[src/rtl/ula_muldiv_seq.sv]
`default_nettype none
// ============================================================================
// Module   : ula_muldiv_seq
// Brief    : Multi-cycle RV64M MUL/MULHU/DIVU/REMU sequencer. It has no
//            multiplier or divider of its own. Each cycle it drives the
//            shared ULA adder to do one step of shift-add multiplication or
//            restoring division.
// Revision : 1.0 - initial release
// ============================================================================
module ula_muldiv_seq #(
  parameter int BITS = 64
) (
  input  logic            clk,
  input  logic            rst_n,
  input  logic            inicio,
  input  logic [1:0]      op,
  input  logic [BITS-1:0] a,
  input  logic [BITS-1:0] b,
  input  logic            cancelar,
  output logic            pronto,
  output logic            ocupado,
  output logic            valido,
  output logic [BITS-1:0] resultado,
  output logic [BITS-1:0] ula_dina,
  output logic [BITS-1:0] ula_dinb,
  output logic            ula_subtraindo,
  output logic [1:0]      ula_operacao,
  output logic            ula_alu_src,
  input  logic [BITS-1:0] ula_dout,
  input  logic            ula_cout
);

  localparam int CW = (BITS > 1) ? $clog2(BITS) : 1;
  localparam logic [CW-1:0] CNT_LAST = CW'(BITS - 1);

  localparam logic [1:0] ST_IDLE  = 2'd0;
  localparam logic [1:0] ST_ITERA = 2'd1;
  localparam logic [1:0] ST_FIM   = 2'd2;

  localparam logic [1:0] OP_MUL   = 2'd0;
  localparam logic [1:0] OP_MULHU = 2'd1;
  localparam logic [1:0] OP_DIVU  = 2'd2;
  localparam logic [1:0] OP_REMU  = 2'd3;

  logic [1:0]      state;
  logic [CW-1:0]   cnt;
  logic [BITS-1:0] pr;      // P (product high) for MUL*, R (remainder) for DIV*
  logic [BITS-1:0] q;       // multiplier shifting out / quotient shifting in
  logic [BITS-1:0] m;       // multiplicand or divisor
  logic [1:0]      op_q;

  logic [BITS-1:0] rs;
  logic            t;
  logic [BITS-1:0] pr_nxt;
  logic [BITS-1:0] q_nxt;
  logic [BITS-1:0] res_nxt;

  // The ULA stays in add/sub mode with dinb selected for the whole operation.
  assign ula_operacao = 2'b00;
  assign ula_alu_src  = 1'b0;

  assign pronto  = (state == ST_IDLE);
  assign ocupado = (state == ST_ITERA) || (state == ST_FIM);
  assign valido  = (state == ST_FIM);

  // One iteration step: drive the ULA and form the next P/R and Q from its outputs.
  always_comb begin
    ula_dina       = '0;
    ula_dinb       = '0;
    ula_subtraindo = 1'b0;
    rs             = {pr[BITS-2:0], q[BITS-1]};
    t              = 1'b0;
    pr_nxt         = pr;
    q_nxt          = q;
    if (state == ST_ITERA) begin
      if (!op_q[1]) begin
        // Shift-add: add M when the current multiplier bit is set, then
        // shift {carry, sum, Q} right by one.
        ula_dina = pr;
        ula_dinb = q[0] ? m : '0;
        pr_nxt   = {ula_cout, ula_dout[BITS-1:1]};
        q_nxt    = {ula_dout[0], q[BITS-1:1]};
      end else begin
        // Restoring division. The shifted remainder is BITS+1 wide, and its
        // top bit is R[BITS-1]. When that bit is set, Rs >= M always holds.
        ula_dina       = rs;
        ula_dinb       = m;
        ula_subtraindo = 1'b1;
        t              = pr[BITS-1] | ula_cout;
        pr_nxt         = t ? ula_dout : rs;
        q_nxt          = {q[BITS-2:0], t};
      end
    end
  end

  // Pick the result word from the values that the last step will produce.
  always_comb begin
    res_nxt = q_nxt;
    case (op_q)
      OP_MUL:   res_nxt = q_nxt;
      OP_MULHU: res_nxt = pr_nxt;
      OP_DIVU:  res_nxt = q_nxt;
      OP_REMU:  res_nxt = pr_nxt;
      default:  res_nxt = q_nxt;
    endcase
  end

  // Control FSM and datapath registers. resultado is loaded on FIM entry.
  always_ff @(posedge clk or negedge rst_n) begin
    if (!rst_n) begin
      state     <= ST_IDLE;
      cnt       <= '0;
      pr        <= '0;
      q         <= '0;
      m         <= '0;
      op_q      <= '0;
      resultado <= '0;
    end else begin
      case (state)
        ST_IDLE: begin
          if (inicio && !cancelar) begin
            op_q  <= op;
            m     <= b;
            pr    <= '0;
            q     <= a;
            cnt   <= '0;
            state <= ST_ITERA;
          end
        end
        ST_ITERA: begin
          if (cancelar) begin
            state <= ST_IDLE;
          end else begin
            pr  <= pr_nxt;
            q   <= q_nxt;
            cnt <= cnt + CW'(1);
            if (cnt == CNT_LAST) begin
              resultado <= res_nxt;
              state     <= ST_FIM;
            end
          end
        end
        ST_FIM: begin
          state <= ST_IDLE;
        end
        default: begin
          state <= ST_IDLE;
        end
      endcase
    end
  end

endmodule
`default_nettype wire

[config.mk]
export PLATFORM = sky130hd
export DESIGN_NAME = ula_muldiv_seq
export DESIGN_NICKNAME = d
export VERILOG_FILES = /design/src/rtl/ula_muldiv_seq.sv
export SDC_FILE = /design/constraint.sdc
export NUM_CORES = 1
export LEC_CHECK = 0
export ABC_AREA = 1
export BUFFER_PORTS_ARGS = -buffer_cell sky130_fd_sc_hd__buf_2
export CAP_MARGIN = 20
export CORE_UTILIZATION = 25
export DETAILED_ROUTE_END_ITERATION = 10
export PLACE_DENSITY = 0.54
export SLEW_MARGIN = 20
export SYNTH_ARGS = -nofsm -noshare
export SYNTH_HDL_FRONTEND = slang
export SYNTH_SLANG_ARGS = --single-unit
[constraint.sdc]
create_clock -name clk -period 2.6 [get_ports clk]
set_clock_uncertainty 0.1 [all_clocks]
set_input_delay 0.13 -clock clk [delete_from_list [all_inputs] [get_ports clk]]
set_output_delay 0.13 -clock clk [all_outputs]
set_load 0.005 [all_outputs]
# Word-level counts from Yosys, hierarchy flattened
# Cells that the tools add are included.
# word_totals
reg_bits	266
wordCells	55
output_inout_bits	199
inputBits	199
# classes
bitwise_logic	2
n_mux	24
add_sub_neg	1
n_reduce_logical	12
n_eq_ne	9
# op_table
operator	count
2-to-1 mux 64 bit	12
one-hot mux 64 bit (2 select lines)	3
2-to-1 mux 6 bit	2
one-hot mux 6 bit (2 select lines)	1
adder 6 x 1 -> 6 bit (second input constant)	1
equality test 2 bit (second input constant)	3
equality test 6 bit (second input constant)	1
2-to-1 mux 2 bit	3
AND reduction 3 bit	2
equality test 2 x 1 -> 1 bit (second input constant)	2
logical NOT 2 bit	2
one-hot mux 2 bit (2 select lines)	1
AND reduction 2 bit	2
OR reduction 2 bit	2
!= test 3 x 2 -> 1 bit (second input constant)	1
2-to-1 mux 1 bit	2
!= test 2 x 1 -> 1 bit (second input constant)	1
!= test 2 bit (second input constant)	1
nonzero test 2 bit	1
logical AND 1 bit	1
logical NOT 1 bit	1
logical OR 1 bit	1
NOT 1 bit	1
OR 1 bit	1

# Logic depth before layout (Yosys ltp)
# Gate-level depths: netlist of the first run.
# depth
word_depth	5
mapped_depth	11
depth_no_buf	9

# Worst setup path after synthesis of the first run
# OpenSTA, ideal clock, no wires.
# synth_path
path_type	register to register
startpoint	register state[1]
endpoint	register q[39]
period_less_slack_ns	1.714
setup_slack_ns	0.886
stages_incl_launch_ff	12
required_ns	2.377
setup_ns	0.123
path_buffers	3
t_arrival_ns	1.491
path_cell_list	dfrtp_1 > inv_1 > ha_1 > buf_4 > nand2_2 > nand2_1 > nand2_2 > inv_2 > buf_6 > buf_6 > nor2_1 > a21oi_2
# synth_between
elab_chain_len	3
word_cells_on_any_way	7
cone_classes	eq/ne: 3; mux: 1; reduce/logical: 3
# synth_lines
element	line	text
start: declaration	45	logic [1:0] state;
start signal: assignment	111	state <= ST_IDLE;
start signal: assignment	127	state <= ST_ITERA;
start signal: assignment	132	state <= ST_IDLE;
equality test 2 x 1 -> 1 bit / logical NOT 2 bit (equally long branches)	75, 119	
!= test 2 bit (no source line), or another cell as far along	--	
AND reduction 3 bit (no source line)	--	
end signal: assignment	135	q <= q_nxt;
end: declaration	48	logic [BITS-1:0] q;
# Several ways; a longest one is shown, not always the timed one.
# A chain may end at the register's enable or synchronous reset.

# Worst setup path after layout of the first run
# layout_path
startpoint	register state[1]
endpoint	output ula_dina[33]
# layout_between
elab_chain_len	2
# layout_lines
element	line	text
equality test 2 x 1 -> 1 bit	75	if (state == ST_ITERA) begin
2-to-1 mux 64 bit	75	
end: declaration	24	output logic [BITS-1:0] ula_dina,
# No other way between the ends.

==> results of run 1 <==
## area by class of cell
type                    instances  share of cell area (%)
clock inverters                 8                   0.561
clock buffers                  55                    5.15
inverters                     242                    4.28
multi-input cells            1550                    32.1
diodes                          4                  0.0468
well taps                     782                    4.57
repair buffers                657                    22.2
flip-flops and latches        266                    31.1
## placed cells by master (no fill, tap or decap), types with 2 or more instances in the layout
cell type,instances
o21bai_1,2
bufinv_16,3
o21ai_0,248
ha_1,3
nor2_4,2
inv_2,4
buf_12,16
nand2_1,822
dfrtp_4,2
buf_4,18
a21oi_1,131
buf_2,393
a21oi_2,16
clkbuf_1,7
nand2_2,2
o21ai_1,14
dfrtp_1,264
inv_1,236
nor2_1,118
nand4_1,2
o211ai_1,46
clkinvlp_4,2
clkbuf_8,12
diode_2,4
nand3_1,133
dlygate4sd3_1,227
conb_1,3
clkinv_2,3
clkbuf_16,37
## power breakdown
part           total (uW)  leakage (uW)  switching (uW)  internal [uW]
Combinational       10500       0.00722            6750           3700
Sequential           6140       0.00343             673           5470
Clock                5160      0.000598            1950           3210
## repair_timing
item                                    in CTS  in global routing
endpoints found under the hold margin      495                  0
resized for setup                            1                  9
endpoints found under the setup margin       9                 26
hold buffers                               227                  0
gates cloned                                 0                  0
## stage by stage
stage	instances	power (uW)	util (%)	hold WS (ns)	setup TNS, ns
after floorplan	2213	13000	-	-0.266	0
after global placement	3270	16100	29.7	0.0552	0
after detailed placement	3270	16100	29.7	0.0424	0
after CTS	3560	22000	35.5	0.0174	0
after global routing	3563	23700	35.5	0.0808	-0.0420
final	3564	21800	35.5	0.0423	0
## layer usage
metal | GRT usage (%) | share of wire [%] | vias up
met5 | 0 | 0 | -
met4 | 4.90 | 2.1 | 0
li1 | - | - | 8053
met1 | 23.3 | 45 | 7325
met3 | 3.81 | 6.4 | 66
met2 | 28.3 | 46 | 456
## cells by family (layout without fill, tap and decap cells)
group                    Yosys count  after routing  share of synthesized area (%)
AND/OR/NAND/NOR                 1082           1082                           27.9
adder cells (fa/ha/maj)            4              4                          0.329
flip-flops                       266            266                           43.8
XOR/XNOR                           1              1                         0.0576
buffers and inverters            397            962                           11.5
AO/OA/AOI/OAI                    460            460                           16.4
other                              1              7                         0.0247
## registers in the layout, summed over array words and instances, names as in the netlist
name,flops
state,2
m,64
cnt,6
q,64
op_q,2
resultado,64
pr,64
## worst min-delay path, cell delays in order
cell	delay, ns
buf_2	0.08
inv_1	0.05
nand2_1	0.08
nand3_1	0.11
nand3_1	0.09
nand2_1	0.05
nand2_1	0.05
## final timing paths
path | endpoint | slack (ns) | depth (start not counted)
hold reg to reg | resultado[55]$_DFFE_PN0P_ | 0.37 | 2
setup reg to reg | pr[8]$_DFFE_PN0P_ | 0.19 | 8
hold / removal | resultado[0]$_DFFE_PN0P_ | 0.04 | 7
setup / recovery | ula_dina[33] | 0.08 | 6
min in group asynchronous | m[14]$_DFFE_PN0P_ | 0.05 | 2
max in group asynchronous | q[38]$_DFFE_PN0P_ | 1.57 | 3
==> flow_metrics.py, run 1 <==
metrics = {
    "outcome": {
        "status": "finished, final reports clean",
    },
    "yosys": {
        "synth_warnings": 0,
        "synth.avg_cell_area_um2": 6.87,
        "synth.top_cell.area_share_pct": 43.8,
        "syn_area_um2": 15200,
        "ys.flop_type": "dfrtp_1",
        "async_flop_share_pct": 100,
        "synth_top_area_cell": "dfrtp_1",
        "synthTopCellsByArea": "dfrtp_1, nand2_1, o21ai_0",
        "synth_seq_cells": 266,
        "synth_top_cells_by_count": "nand2_1, dfrtp_1, o21ai_0",
        "ys_seq_area_share_pct": 43.8,
        "syn_inst": 2211,
        "synth_edf_count": 0,
        "synth.most_common_cell": "nand2_1",
        "synth_cell_types": 26,
    },
    "worst_setup_path": {
        "cp_slowest_cell": "dfrtp_1",
        "r2r_start": "op_q[1]$_DFFE_PN0P_",
        "critPathArrivalTime_ns": 2.29,
        "crit_path_max_incr_delay_ns": 0.40,
        "crit_chain": "inv_1, ha_4, buf_16, o21ai_1, a21oi_1, buf_2",
        "cp-end-kind": "primary output",
        "critPathTopFamily": "buffers and inverters",
        "start_kind": "flip-flop",
        "critPathLaunch": "state[1]$_DFFE_PN0P_",
        "critPathKind": "reg2out",
        "crit_buf_inv": 3,
        "cp.required_ns": 2.37,
        "worst-path-max-fanout": 114,
    },
    "floorplan": {
        "die_y_um": 249,
        "fp.dieW_um": 249,
        "initial_utilization_pct": 25.2,
        "ioPinCount": 398,
        "rows": 90,
        "core-area_um2": 60200,
        "die_area_um2": 61800,
    },
    "route": {
        "routed_wl_um": 54100,
        "first_pass_iters": 6,
        "vias": 15900,
        "avgRoutedWirePerCell_um": 15.2,
        "drt_first_iter_violations": 801,
        "route.detailed.drc": 0,
        "vias_per_cell": 4.46,
        "drtAntennaViolNets": 0,
    },
    "clock_tree": {
        "postCtsSetupRepairBufs": 0,
        "cts_sinks": 266,
        "clkSlewWorstSetupHoldPaths_ns": 0.06,
        "cts_tree": "built",
        "numCtsBuffers": 36,
        "cts_buffer_depth": 3,
        "root_buffer": "clkbuf_16",
        "htreeDepth": 2,
        "clk_latency_ns": 0.53,
    },
    "sta": {
        "drv_slew": 0,
        "layout_min_cycle_time_ns": 2.52,
        "relSlewSlack_pct": 53.1,
        "setup_violations": 0,
        "finalWorstSetupSlack_ns": 0.0812,
        "fmax_ghz": 0.397,
        "finalHoldViolCount": 0,
        "rsz0062_at_grt": "yes",
        "period_share_pct": 96.9,
        "tightest_slew_ns": 0.703,
    },
    "placement": {
        "io_buffers": 394,
        "dp_hpwl_um": 35500,
        "placed_area_um2": 17900,
        "dpl_worst_slack_ns": 0.424,
        "place_congestion": 0.773,
    },
    "power_and_ir_drop": {
        "p_leak_uw": 0.0112,
        "ir_drop_mv": 0.647,
        "powerDensity_nw_per_um2": 1020,
    },
    "layout": {
        "multi_input_area_um2": 6870,
        "finalInstanceArea_um2": 21400,
        "drive_gt1_share_pct": 18.7,
        "seqCellArea_um2": 6660,
        "area_delta_synth_final_pct": 40.9,
        "nets": 2956,
        "n_fill_cell": 6476,
    },
    "global_routing": {
        "antenna_found_initial": 6,
        "first_global_vias": 15927,
        "grt_max_degree": 129,
        "grt_pass1_wl_um": 87400,
        "grt_use_total_pct": 17.5,
        "globalRouteOverflowTotal": 0,
    },
    "run": {
        "cap_violations": 0,
    },
    "min_path": {
        "hold_path_class": "in2reg",
        "hp-start": "ula_dout[0]",
    },
}
Power figures use the tool's default switching activity.
==> run 2, diff against run 1 <==
--- a/config.mk
+++ b/config.mk
@@ -11,6 +11,7 @@
 export CORE_UTILIZATION = 25
 export DETAILED_ROUTE_END_ITERATION = 10
 export PLACE_DENSITY = 0.54
+export SETUP_SLACK_MARGIN = 0.3
 export SLEW_MARGIN = 20
 export SYNTH_ARGS = -nofsm -noshare
 export SYNTH_HDL_FRONTEND = slang
==> run 2 against run 1 <==
  * Design area rose by 2.8%
  * Routed wire length rose by 7.6%
  * Global-route usage rose by 0.38 points
  * Core utilization rose by 1.0 points
  * Critical endpoint is now ula_dinb[12]
  * Critical path depth did not move
  * Sequential share of layout area fell by 0.85 points
  * Worst setup slack improved by 0.25 ns
  * Hold slack improved by 0.0035 ns
  * Register-to-register slack improved by 0.23 ns
  * Largest power group unchanged
  * Largest cell class unchanged
  * Total power rose by 6.7%
==> flow_metrics.py, run 2 (synthesized netlist as in run 1, its figures left out) <==
metrics = {
    "outcome": {
        "status": "finished, final reports clean",
    },
    "route": {
        "drt_first_iter_violations": 900,
        "drtAntennaViolNets": 0,
        "avgRoutedWirePerCell_um": 16.2,
        "first_pass_iters": 5,
        "vias_per_cell": 4.53,
        "routed_wl_um": 58200,
        "vias": 16284,
        "route.detailed.drc": 0,
    },
    "clock_tree": {
        "cts_buffer_depth": 3,
        "root_buffer": "clkbuf_16",
        "clkSlewWorstSetupHoldPaths_ns": 0.06,
        "clk_latency_ns": 0.54,
        "cts_tree": "built",
        "cts_sinks": 266,
        "numCtsBuffers": 36,
        "htreeDepth": 2,
    },
    "sta": {
        "tns_ns": 0,
        "fmax_ghz": 0.442,
        "drv_slew": 0,
        "finalHoldViolCount": 0,
        "tightest_slew_ns": 0.671,
        "layout_min_cycle_time_ns": 2.26,
        "setup_violations": 0,
        "period_share_pct": 87.1,
        "relSlewSlack_pct": 55.2,
        "hold_ws_ns": 0.0457,
        "rsz0062_at_grt": "yes",
    },
    "worst_setup_path": {
        "r2r_start": "op_q[1]$_DFFE_PN0P_",
        "critPathKind": "reg2out",
        "r2r-end": "pr[8]$_DFFE_PN0P_",
        "start_kind": "flip-flop",
        "cp.required_ns": 2.37,
        "crit_path_max_incr_delay_ns": 0.59,
        "rr_worst_depth": 8,
        "worst-path-max-fanout": 32,
        "ff2ff_setup_slack_ns": 0.42,
        "cp_slowest_cell": "dfrtp_4",
        "critPathArrivalTime_ns": 2.03,
        "cp-end-kind": "primary output",
        "crit_chain": "buf_4, o21ai_4, buf_12, clkbuf_16, nor2_1, buf_2",
    },
    "power_and_ir_drop": {
        "p_leak_uw": 0.0115,
        "powerDensity_nw_per_um2": 1050,
        "ir_drop_mv": 0.524,
    },
    "global_routing": {
        "grt_pass1_wl_um": 88900,
        "grt_max_degree": 129,
        "globalRouteOverflowTotal": 0,
        "grt_use_total_pct": 17.8,
        "first_global_vias": 16027,
        "antenna_found_initial": 5,
    },
    "layout": {
        "final_core_util_pct": 36.5,
        "drive_gt1_share_pct": 19.7,
        "n_fill_cell": 6419,
        "nets": 2985,
        "final_cell_mix": "nand2_1, buf_2, dfrtp_1",
        "area_delta_synth_final_pct": 44.9,
        "final_common_cell": "nand2_1",
    },
    "floorplan": {
        "fp.dieW_um": 249,
        "initial_utilization_pct": 25.2,
        "rows": 90,
        "die_y_um": 249,
        "ioPinCount": 398,
        "core-area_um2": 60200,
        "die_area_um2": 61800,
    },
    "placement": {
        "io_buffers": 394,
        "place_congestion": 0.773,
        "dp_hpwl_um": 35500,
    },
    "run": {
        "cap_violations": 0,
    },
    "min_path": {
        "hold_path_class": "in2async",
    },
}
==> run 2: changes by cell type in the layout (fill, tap and decap cells not counted), moves of 4 or more <==
cell | before | now
o21ai_1 | 14 | 8
nor2_2 | 0 | 4
buf_4 | 18 | 23
clkbuf_16 | 37 | 44
buf_16 | 1 | 7
o21ai_0 | 248 | 254
==> run 2: stage by stage <==
stage / instances / worst slack [ns] / power [uW] / cell area [um^2]
2_1_floorplan: 2213 / 0.886 / 13000 / 15200
3_3_place_gp: 3270 / 0.504 / 16100 / 17900
3_5_place_dp: 3270 / 0.424 / 16100 / 17900
4_1_cts: 3569 / 0.277 / 22600 / 21700
5_1_grt: 3591 / 0.274 / 25100 / 22000
6_report: 3592 / 0.335 / 23200 / 22000
==> run 2: worst max-delay path by stage <==
stage,start,endpoint,slack (ns)
6_report,op_q[1]$_DFFE_PN0P_,ula_dinb[12],0.34
5_1_grt,state[1]$_DFFE_PN0P_,ula_dinb[22],0.27
4_1_cts,state[1]$_DFFE_PN0P_,ula_dina[33],0.28
3_5_place_dp,state[0]$_DFFE_PN0P_,m[38]$_DFFE_PN0P_,0.42
3_3_place_gp,state[0]$_DFFE_PN0P_,m[0]$_DFFE_PN0P_,0.50
2_1_floorplan,state[1]$_DFFE_PN0P_,q[39]$_DFFE_PN0P_,0.89
==> run 2: layer usage <==
metal	wire [um]	share of wire, %	track usage [%]
met1	26400	45	23.8
met2	26900	46	28.9
met3	3740	6.4	3.77
met4	1210	2.1	5.31
met5	0	0	0
==> run 2: critical path: cells and delay by family, from the launching register on <==
| family | cells | cell delay [ns] |
|---|---|---|
| buffers and inverters | 4 | 0.68 |
| flip-flops | 1 | 0.59 |
| AO/OA/AOI/OAI | 1 | 0.14 |
| AND/OR/NAND/NOR | 1 | 0.06 |
==> run 2: repair_timing <==
action	4_1_cts	5_1_grt
endpoints found under the hold margin	495	0
buffers inserted	5	10
hold buffers	227	0
pin swaps	0	2
setup endpoints to repair	127	66
cloned	4	10
gates resized for setup	20	10
==> run 2: layout make-up <==
class / instances / area, um^2 / share of cell area [%]
sequential: 266 / 6660 / 30.3
timing repair buffer: 683 / 5300 / 24.1
multi-input combinational: 1551 / 6880 / 31.3
inverter: 242 / 937 / 4.26
timing repair inverter: 2 / 22.5 / 0.102
clock buffer: 55 / 1100 / 5.01
antenna: 3 / 7.51 / 0.0341
clock inverter: 8 / 120 / 0.546
tap: 782 / 978 / 4.44
==> run 2: power by group <==
part / leakage, uW / switching (uW) / internal [uW]
Clock: 0.000598 / 1970 / 3210
Sequential: 0.00343 / 682 / 5470
Combinational: 0.00752 / 7350 / 4540
Total: 0.0115 / 10000 / 13200
==> run 3, diff against run 2 <==
--- a/config.mk
+++ b/config.mk
@@ -11,6 +11,7 @@
 export CORE_UTILIZATION = 25
 export DETAILED_ROUTE_END_ITERATION = 10
 export PLACE_DENSITY = 0.54
+export REMOVE_ABC_BUFFERS = 1
 export SETUP_SLACK_MARGIN = 0.3
 export SLEW_MARGIN = 20
 export SYNTH_ARGS = -nofsm -noshare
==> run 3 against run 2 <==
  * Design area rose by 1.8%
  * Fmax is 1.9% lower
  * Combinational power up 8%
  * Flip-flop and latch count unchanged
  * First-iteration DRC count rose by 27%
  * Sequential share of layout area shrank 0.53 points
  * Sequential power rose by 1%
  * Critical path type unchanged
  * Critical endpoint is now ula_dinb[6]
==> flow_metrics.py, run 3 (synthesized netlist as in run 1, its figures left out) <==
metrics = {
    "sta": {
        "rsz0062_at_grt": "yes",
        "drv_slew": 0,
        "finalHoldViolCount": 0,
        "period_share_pct": 88.8,
        "layout_min_cycle_time_ns": 2.31,
        "tightest_slew_ns": 0.504,
        "fmax_ghz": 0.433,
        "hold_ws_ns": 0.0214,
        "relSlewSlack_pct": 66.4,
        "setup_violations": 0,
    },
    "power_and_ir_drop": {
        "ir_drop_mv": 0.590,
        "clock_power_share_pct": 21.5,
        "p_int_uw": 13600,
        "seqPwrFrac_pct": 25.5,
        "sw_frac_of_total_pct": 44.2,
        "powerDensity_nw_per_um2": 1090,
        "power.net_switching_uw": 10800,
        "combPwrFrac_pct": 53.0,
        "p_leak_uw": 0.0117,
    },
    "clock_tree": {
        "cts_sinks": 266,
        "cts_buffer_depth": 3,
        "clk_latency_ns": 0.55,
        "numCtsBuffers": 37,
        "clkSlewWorstSetupHoldPaths_ns": 0.06,
        "htreeDepth": 2,
        "root_buffer": "clkbuf_16",
        "cts_tree": "built",
    },
    "layout": {
        "n_fill_cell": 6355,
        "final_common_cell": "nand2_1",
        "final_cell_mix": "nand2_1, buf_2, dfrtp_1",
        "finalInstanceArea_um2": 22400,
        "seqCellArea_um2": 6660,
        "drive_gt1_share_pct": 21.9,
        "multi_input_area_um2": 7060,
        "area_delta_synth_final_pct": 47.4,
        "nets": 2995,
    },
    "floorplan": {
        "fp.dieW_um": 249,
        "ioPinCount": 398,
        "die_y_um": 249,
        "initial_utilization_pct": 25.2,
        "die_area_um2": 61800,
        "rows": 90,
        "core-area_um2": 60200,
    },
    "worst_setup_path": {
        "cp-end-kind": "primary output",
        "worst-path-max-fanout": 8,
        "crit_buf_inv": 6,
        "critPathKind": "reg2out",
        "crit_chain": "inv_2, ha_4, buf_6, buf_16, o21ai_4, buf_12, buf_16, nor2_1, buf_2",
        "cp_slowest_cell": "dfrtp_1",
        "crit_path_frequent_cell": "buf_16",
        "cp.required_ns": 2.37,
        "crit_path_max_incr_delay_ns": 0.40,
        "critPathTopFamily": "buffers and inverters",
        "start_kind": "flip-flop",
        "critPathArrivalTime_ns": 2.08,
    },
    "route": {
        "drt_first_iter_violations": 1147,
        "drtAntennaViolNets": 0,
        "first_pass_iters": 5,
        "route.detailed.drc": 0,
        "routed_wl_um": 63600,
        "avgRoutedWirePerCell_um": 17.6,
        "vias": 16498,
        "vias_per_cell": 4.58,
    },
    "min_path": {
        "hold_path_class": "in2async",
    },
    "global_routing": {
        "antenna_found_initial": 5,
        "grt_pass1_wl_um": 93800,
        "grt_use_total_pct": 19.3,
        "grt_max_degree": 76,
        "globalRouteOverflowTotal": 0,
        "first_global_vias": 15964,
    },
    "outcome": {
        "status": "finished, final reports clean",
    },
    "placement": {
        "placed_area_um2": 18000,
        "place_congestion": 0.810,
        "io_buffers": 394,
        "dp_hpwl_um": 38600,
    },
    "run": {
        "cap_violations": 0,
    },
}
[run 3: cell types whose count changed in the layout (fill, tap and decap cells not counted), moves of 4 or more]
cell	previous run	this run
nor2_1	115	88
dlygate4sd3_1	227	211
buf_4	23	37
nor2_2	4	17
nor2_4	2	15
a21oi_1	131	124
a21oi_2	16	23
buf_12	19	26
clkinv_2	3	8
o21ai_0	254	250
o21ai_1	8	12
[run 3: metal layers]
layer	vias up	GRT usage [%]	part of all wire, %
met1	7741	26.3	46
met2	526	31.8	47
met3	78	3.84	5.9
met4	6	3.99	1.6
met5	-	0	0.053
li1	8147	-	-
[run 3: power by group through the flow]
| stage | combinational (uW) | clock, uW | sequential (uW) |
|---|---|---|---|
| 2_1_floorplan | 6730 | 0 | 6610 |
| 3_3_place_gp | 10400 | 0 | 6280 |
| 3_5_place_dp | 10400 | 0 | 6310 |
| 4_1_cts | 11900 | 5420 | 6210 |
| 5_1_grt | 14300 | 5580 | 6390 |
| 6_report | 12900 | 5250 | 6220 |
[run 3: through the flow]
stage | setup WS [ns] | util (%) | power, uW | setup TNS [ns] | instances
floorplan | -4.07 | - | 13300 | -1128.37 | 2058
finish | 0.292 | 37.2 | 24400 | 0 | 3605
detailed placement | 0.417 | 29.9 | 16700 | 0 | 3279
CTS | 0.254 | 36.2 | 23500 | 0 | 3575
global route | 0.214 | 37.2 | 26300 | 0 | 3602
global placement | 0.433 | 29.9 | 16700 | 0 | 3279
[run 3: timing repair]
item                                    CTS  global route
setup buffers                            13            14
resized for setup                        16            66
endpoints found under the setup margin  122           146
endpoints found under the hold margin   525             0
pin swaps                                 0             1
hold buffers                            211             0
cloned                                    7            11
[run 3: final timing paths]
path                                                 from                   endpoint  slack (ns)  cells past startpoint
worst max-delay path                 state[1]$_DFFE_PN0P_                ula_dinb[6]        0.29                      9
worst min-delay path                                rst_n          m[36]$_DFFE_PN0P_        0.02                      2
worst max register to register        op_q[1]$_DFFE_PN0P_          pr[5]$_DFFE_PN0P_        0.38                      9
worst min register to register  resultado[33]$_DFFE_PN0P_  resultado[33]$_DFFE_PN0P_        0.37                      2
max in group asynchronous                           rst_n        op_q[1]$_DFFE_PN0P_        1.51                      3
min in group clk                                   inicio         cnt[5]$_DFFE_PN0P_        0.17                      6
[run 3: cell type report]
class | instances | share of cell area [%]
antenna | 5 | 0.0558
clock buffer | 51 | 4.91
clock inverter | 14 | 0.603
inverter | 242 | 4.20
multi-input combinational | 1551 | 31.5
sequential | 266 | 29.7
tap | 782 | 4.37
timing repair buffer | 693 | 24.6
timing repair inverter | 1 | 0.0391
